## src/rtl/movebit_inv.sv

```systemverilog
// Iterative bit-move inverse: popcount of imm16, low-bit inversion of read1, then a
// serial left shift by that count. Define MOVEBIT_INV_FAST_COUNT_EN to skip the serial COUNT state.
module movebit_inv #(
    parameter int WIDTH = 32,
    parameter int IMM_W = 16
) (
    input  logic             clk,
    input  logic             reset,
    input  logic             start,
    input  logic [WIDTH-1:0] read1,
    input  logic [IMM_W-1:0] imm16,
    output logic             busy,
    output logic             done,
    output logic [WIDTH-1:0] moveout,
    output logic [1:0]       state_o
);
    localparam int CNT_W = $clog2(IMM_W + 1);
    localparam int IDX_W = $clog2(IMM_W);

    // Handshake: start is sampled only in IDLE; busy is high from the accepting edge
    // through the DONE cycle; done pulses one cycle, the same cycle moveout updates.
    typedef enum logic [1:0] {
        S_IDLE  = 2'd0,
        S_COUNT = 2'd1,
        S_SHIFT = 2'd2,
        S_DONE  = 2'd3
    } state_t;

    state_t             state_q, state_d;
    logic [WIDTH-1:0]   data_q, data_d;
    logic [WIDTH-1:0]   moveout_q, moveout_d;
    logic [CNT_W-1:0]   cnt_q, cnt_d;
    logic               done_q, done_d;

    function automatic logic [WIDTH-1:0] pre_shift(input logic [WIDTH-1:0] d,
                                                   input logic [IMM_W-1:0] imm,
                                                   input logic [CNT_W-1:0] c);
        if (imm >= IMM_W'(32)) return ~d;
        return d ^ ~({WIDTH{1'b1}} << c);
    endfunction

`ifdef MOVEBIT_INV_FAST_COUNT_EN
    function automatic logic [CNT_W-1:0] popcount(input logic [IMM_W-1:0] imm);
        logic [CNT_W-1:0] c;
        c = '0;
        for (int i = 0; i < IMM_W; i++) c = c + CNT_W'(imm[i]);
        return c;
    endfunction

    logic [CNT_W-1:0] pc;
    assign pc = popcount(imm16);
`else
    logic [IMM_W-1:0] imm_q, imm_d;
    logic [IDX_W-1:0] idx_q, idx_d;
    logic [CNT_W-1:0] cnt_inc;
`endif

    always_comb begin
        state_d   = state_q;
        data_d    = data_q;
        cnt_d     = cnt_q;
        moveout_d = moveout_q;
        done_d    = 1'b0;
`ifndef MOVEBIT_INV_FAST_COUNT_EN
        imm_d     = imm_q;
        idx_d     = idx_q;
        cnt_inc   = cnt_q + CNT_W'(imm_q[idx_q]);
`endif
        case (state_q)
            S_IDLE: begin
                if (start) begin
`ifdef MOVEBIT_INV_FAST_COUNT_EN
                    cnt_d   = pc;
                    data_d  = pre_shift(read1, imm16, pc);
                    state_d = (pc != '0) ? S_SHIFT : S_DONE;
`else
                    data_d  = read1;
                    imm_d   = imm16;
                    cnt_d   = '0;
                    idx_d   = '0;
                    state_d = S_COUNT;
`endif
                end
            end
`ifndef MOVEBIT_INV_FAST_COUNT_EN
            S_COUNT: begin
                cnt_d = cnt_inc;
                idx_d = idx_q + 1'b1;
                // The final bit must be included before the transform, hence cnt_inc.
                if (idx_q == IDX_W'(IMM_W - 1)) begin
                    data_d  = pre_shift(data_q, imm_q, cnt_inc);
                    state_d = (cnt_inc != '0) ? S_SHIFT : S_DONE;
                end
            end
`endif
            S_SHIFT: begin
                data_d = data_q << 1;
                cnt_d  = cnt_q - 1'b1;
                if (cnt_q == CNT_W'(1)) state_d = S_DONE;
            end
            S_DONE: begin
                moveout_d = data_q;
                done_d    = 1'b1;
                state_d   = S_IDLE;
            end
            default: state_d = S_IDLE;
        endcase
    end

    always_ff @(posedge clk or negedge reset) begin
        if (!reset) begin
            state_q   <= S_IDLE;
            data_q    <= '0;
            moveout_q <= '0;
            cnt_q     <= '0;
            done_q    <= 1'b0;
`ifndef MOVEBIT_INV_FAST_COUNT_EN
            imm_q     <= '0;
            idx_q     <= '0;
`endif
        end else begin
            state_q   <= state_d;
            data_q    <= data_d;
            moveout_q <= moveout_d;
            cnt_q     <= cnt_d;
            done_q    <= done_d;
`ifndef MOVEBIT_INV_FAST_COUNT_EN
            imm_q     <= imm_d;
            idx_q     <= idx_d;
`endif
        end
    end

    assign busy    = (state_q != S_IDLE);
    assign done    = done_q;
    assign moveout = moveout_q;
    assign state_o = state_q;

endmodule

```

## config.mk

```make
export PLATFORM = sky130hd
export DESIGN_NAME = movebit_inv
export DESIGN_NICKNAME = d
export VERILOG_FILES = /design/src/rtl/movebit_inv.sv
export SDC_FILE = /design/constraint.sdc
export NUM_CORES = 1
export LEC_CHECK = 0
export BUFFER_PORTS_ARGS = -buffer_cell sky130_fd_sc_hd__clkbuf_2
export CAP_MARGIN = 20
export CELL_PAD_IN_SITES_DETAIL_PLACEMENT = 1
export CELL_PAD_IN_SITES_GLOBAL_PLACEMENT = 1
export CORE_ASPECT_RATIO = 0.75
export CORE_MARGIN = 2
export CORE_UTILIZATION = 44
export CTS_CLUSTER_DIAMETER = 30
export DETAILED_ROUTE_END_ITERATION = 16
export PLACE_DENSITY_LB_ADDON = 0.1
export SYNTH_ARGS = -nofsm -noshare
export SYNTH_HDL_FRONTEND = slang
export SYNTH_SLANG_ARGS = --single-unit
```

## constraint.sdc

```tcl
create_clock -name clk -period 4.11 [get_ports clk]
set_input_delay 0.6165 -clock clk [delete_from_list [all_inputs] [get_ports clk]]
set_output_delay 0.6165 -clock clk [all_outputs]
set_load 0.01 [all_outputs]
```

==> reports/summary.txt <==
status: completed
H-tree depth: 3
router iterations before antenna repair: 5
CTS Hold Buffers Added: 0
Area Overhead vs Synth: 17.1%
Vias/cell: 6.27
Bufs on Longest Clock Path: 2
Design Area, Final: 6510 µm²
worst-skew pair later-pin latency: 0.35 ns
critical path arrival: 4.21 ns
commonest non-fill, non-tap cell in the layout: dfrtp_1
PD cells: 915 nW/µm²
syn_nets: 635
row count: 35
Synth Instances: 574
Post-Syn Area: 5560 µm²
Seq/Total Area, Yosys: 41.4%
relative slew slack: 30.6%
layout cells sized above 1: 28.0%
clock root cell: clkbuf_16
vias in the first global route: 5,317
Clock transition at path regs: 0.07 ns
largest net degree at the start of global routing: 67
Setup violations, final: 0
num ports: 87
Final min period: 3.94 ns
Multi-input gate area: 3050 µm²
CP max FO: 10
DRC: 0
ant diodes: 0
Port Buffer Count: 86
Die H: 101 µm
Fillers: 1,409
Initial Util: 45.2%
DRT iter0 DRCs: 358
hold_ws: 0.412 ns
setup bufs post-CTS: 0
commonest non-fill, non-tap cells in the layout: dfrtp_1 (92), clkbuf_2 (85), nor2_1 (51)
gr ovfl total: 0
number of synthesized flops with an enable pin: 0
maximum vdd ir drop: 0.390 mV
fin crit share: 95.9%
WP buf/inv: 1
Hold WC Path Type: primary input to asynchronous set/reset pin
setup tns final: 0 ns
Post-Route WL: 18.6 mm
Slew @ Worst Pin: 1.04 ns
first-pass GRT wire length: 29.9 mm
Die ar.: 13,600 µm²
Clock Sinks: 92
CP top delay family: multiplexers
Via Count: 5,116
Mapped Avg Cell Area: 9.68 µm²
FF+latch count, synth: 92
Die Span X: 134 µm
startpoint types: register
Pleak: 2.76 nW
NumNets Final: 706
Avg WL per Cell: 22.8 µm
Slowest Stage Delay on Critical Path: 0.56 ns
post-detail-place hpwl: 13.0 mm
Core Footprint: 12,300 µm²
total of max-cap violations: 0
Most used DFF post-synth: dfrtp_1
CTS tree: done
FFs w/ async S/R, synth: 100%
Seq. cell area: 2300 µm²
CTS resizes: 0
GPL Wtd Cong: 0.849
Inserted Clock Buffers: 9
Synth Warn #: 0
Synth cell types: 62
Slowest cell on crit path: mux4_2
area post-placement: 6220 µm²
worst path required time: 4.38 ns
Clock Skews: 0.0116 ns
worst path cell trace: mux4_2 > mux4_2 > ha_1 > ha_1 > buf_4 > and3b_1 > o221ai_1 > nand2_1 > a2111o_1 > o211ai_1
max-slew violation count: 0
crit path capture type: register
Max Clk Rate: 254 MHz
antenna-violating nets left: 0
number of antenna violations at the first check in global routing: 0
RSZ-0062 raised after global routing: no
Hold Vio Cnt, Final: 0
total track usage: 28.4%
critical path class: register to register
[layer usage]
layer	share of wire, %	global-route usage [%]	up-vias
li1	-	-	2310
met1	47	39.9	2628
met2	47	46.7	159
met3	4.7	4.95	19
met4	0.86	5.73	0
met5	0	0	-
[cell type report]
cell class	count	share of cell area [%]
timing repair buffer	106	9.46
clock buffer	9	3.46
tap	166	3.19
inverter	12	0.692
clock inverter	7	1.00
multi-input combinational	424	46.8
sequential	92	35.4
[synth_stat cells, types with 13 or more instances]
cell type  instances  area, µm²
clkbuf_1          38        143
nand3_1           14       70.1
mux2_2            48        541
nand2_1           35        131
dfrtp_1           92       2300
o21ai_0           43        215
nor2_1            51        191
a21oi_1           24        120
nor3_1            13       65.1
[state kept, by name (all words and copies together), names as in the netlist]
register  flops
data_q       32
moveout      32
imm_q        16
cnt_q         5
idx_q         4
state_o       2
done          1
[report_power, final]
group	total [W]	switching, W	internal (W)	leakage [nW]
Combinational	0.00324	0.00185	0.00139	1.50
Sequential	0.00189	0.000531	0.00136	1.12
Clock	0.000824	0.000396	0.000428	0.146
[worst register-to-register path: cells and delay by family (launching register included)]
kind                     cells  cell delay [ns]
flip-flops                   1             0.55
AND/OR/NAND/NOR              2             0.47
AO/OA/AOI/OAI                3             0.94
buffers and inverters        1             0.20
multiplexers                 2             1.05
adder cells (fa/ha/maj)      2             0.64
[final timing paths]
path,startpoint,end,slack (ns),depth (start not counted)
max,idx_q[0],data_q[29],0.17,10
min in group clk,imm16[6],imm_q[6],0.50,2
min,reset,moveout[18],0.41,1
max reg2reg,idx_q[0],data_q[29],0.17,10
min reg2reg,moveout[23],moveout[23],0.51,1
max in group asynchronous,reset,moveout[9],2.80,2
[through the flow]
step / utilization (%) / power (W) / setup slack [ns] / instances
floorplan: - / 0.00391 / 0.312 / 574
global placement: 50.3 / 0.00489 / 0.318 / 799
detailed placement: 50.5 / 0.00510 / 0.205 / 800
CTS: 52.9 / 0.00595 / 0.190 / 816
global route: 52.9 / 0.00637 / 0.00921 / 816
finish: 52.9 / 0.00596 / 0.168 / 816
[logic make-up (layout without fill, tap and decap cells)]
family | count (synthesis) | in the layout | synth area share [%]
multiplexers | 58 | 58 | 12.7
buffers and inverters | 58 | 134 | 4.01
AO/OA/AOI/OAI | 169 | 169 | 21.0
AND/OR/NAND/NOR | 176 | 176 | 16.9
flip-flops | 92 | 92 | 41.4
adder cells (fa/ha/maj) | 10 | 10 | 2.25
XOR/XNOR | 11 | 11 | 1.73
Note: power is estimated with default switching activity, not from simulation.
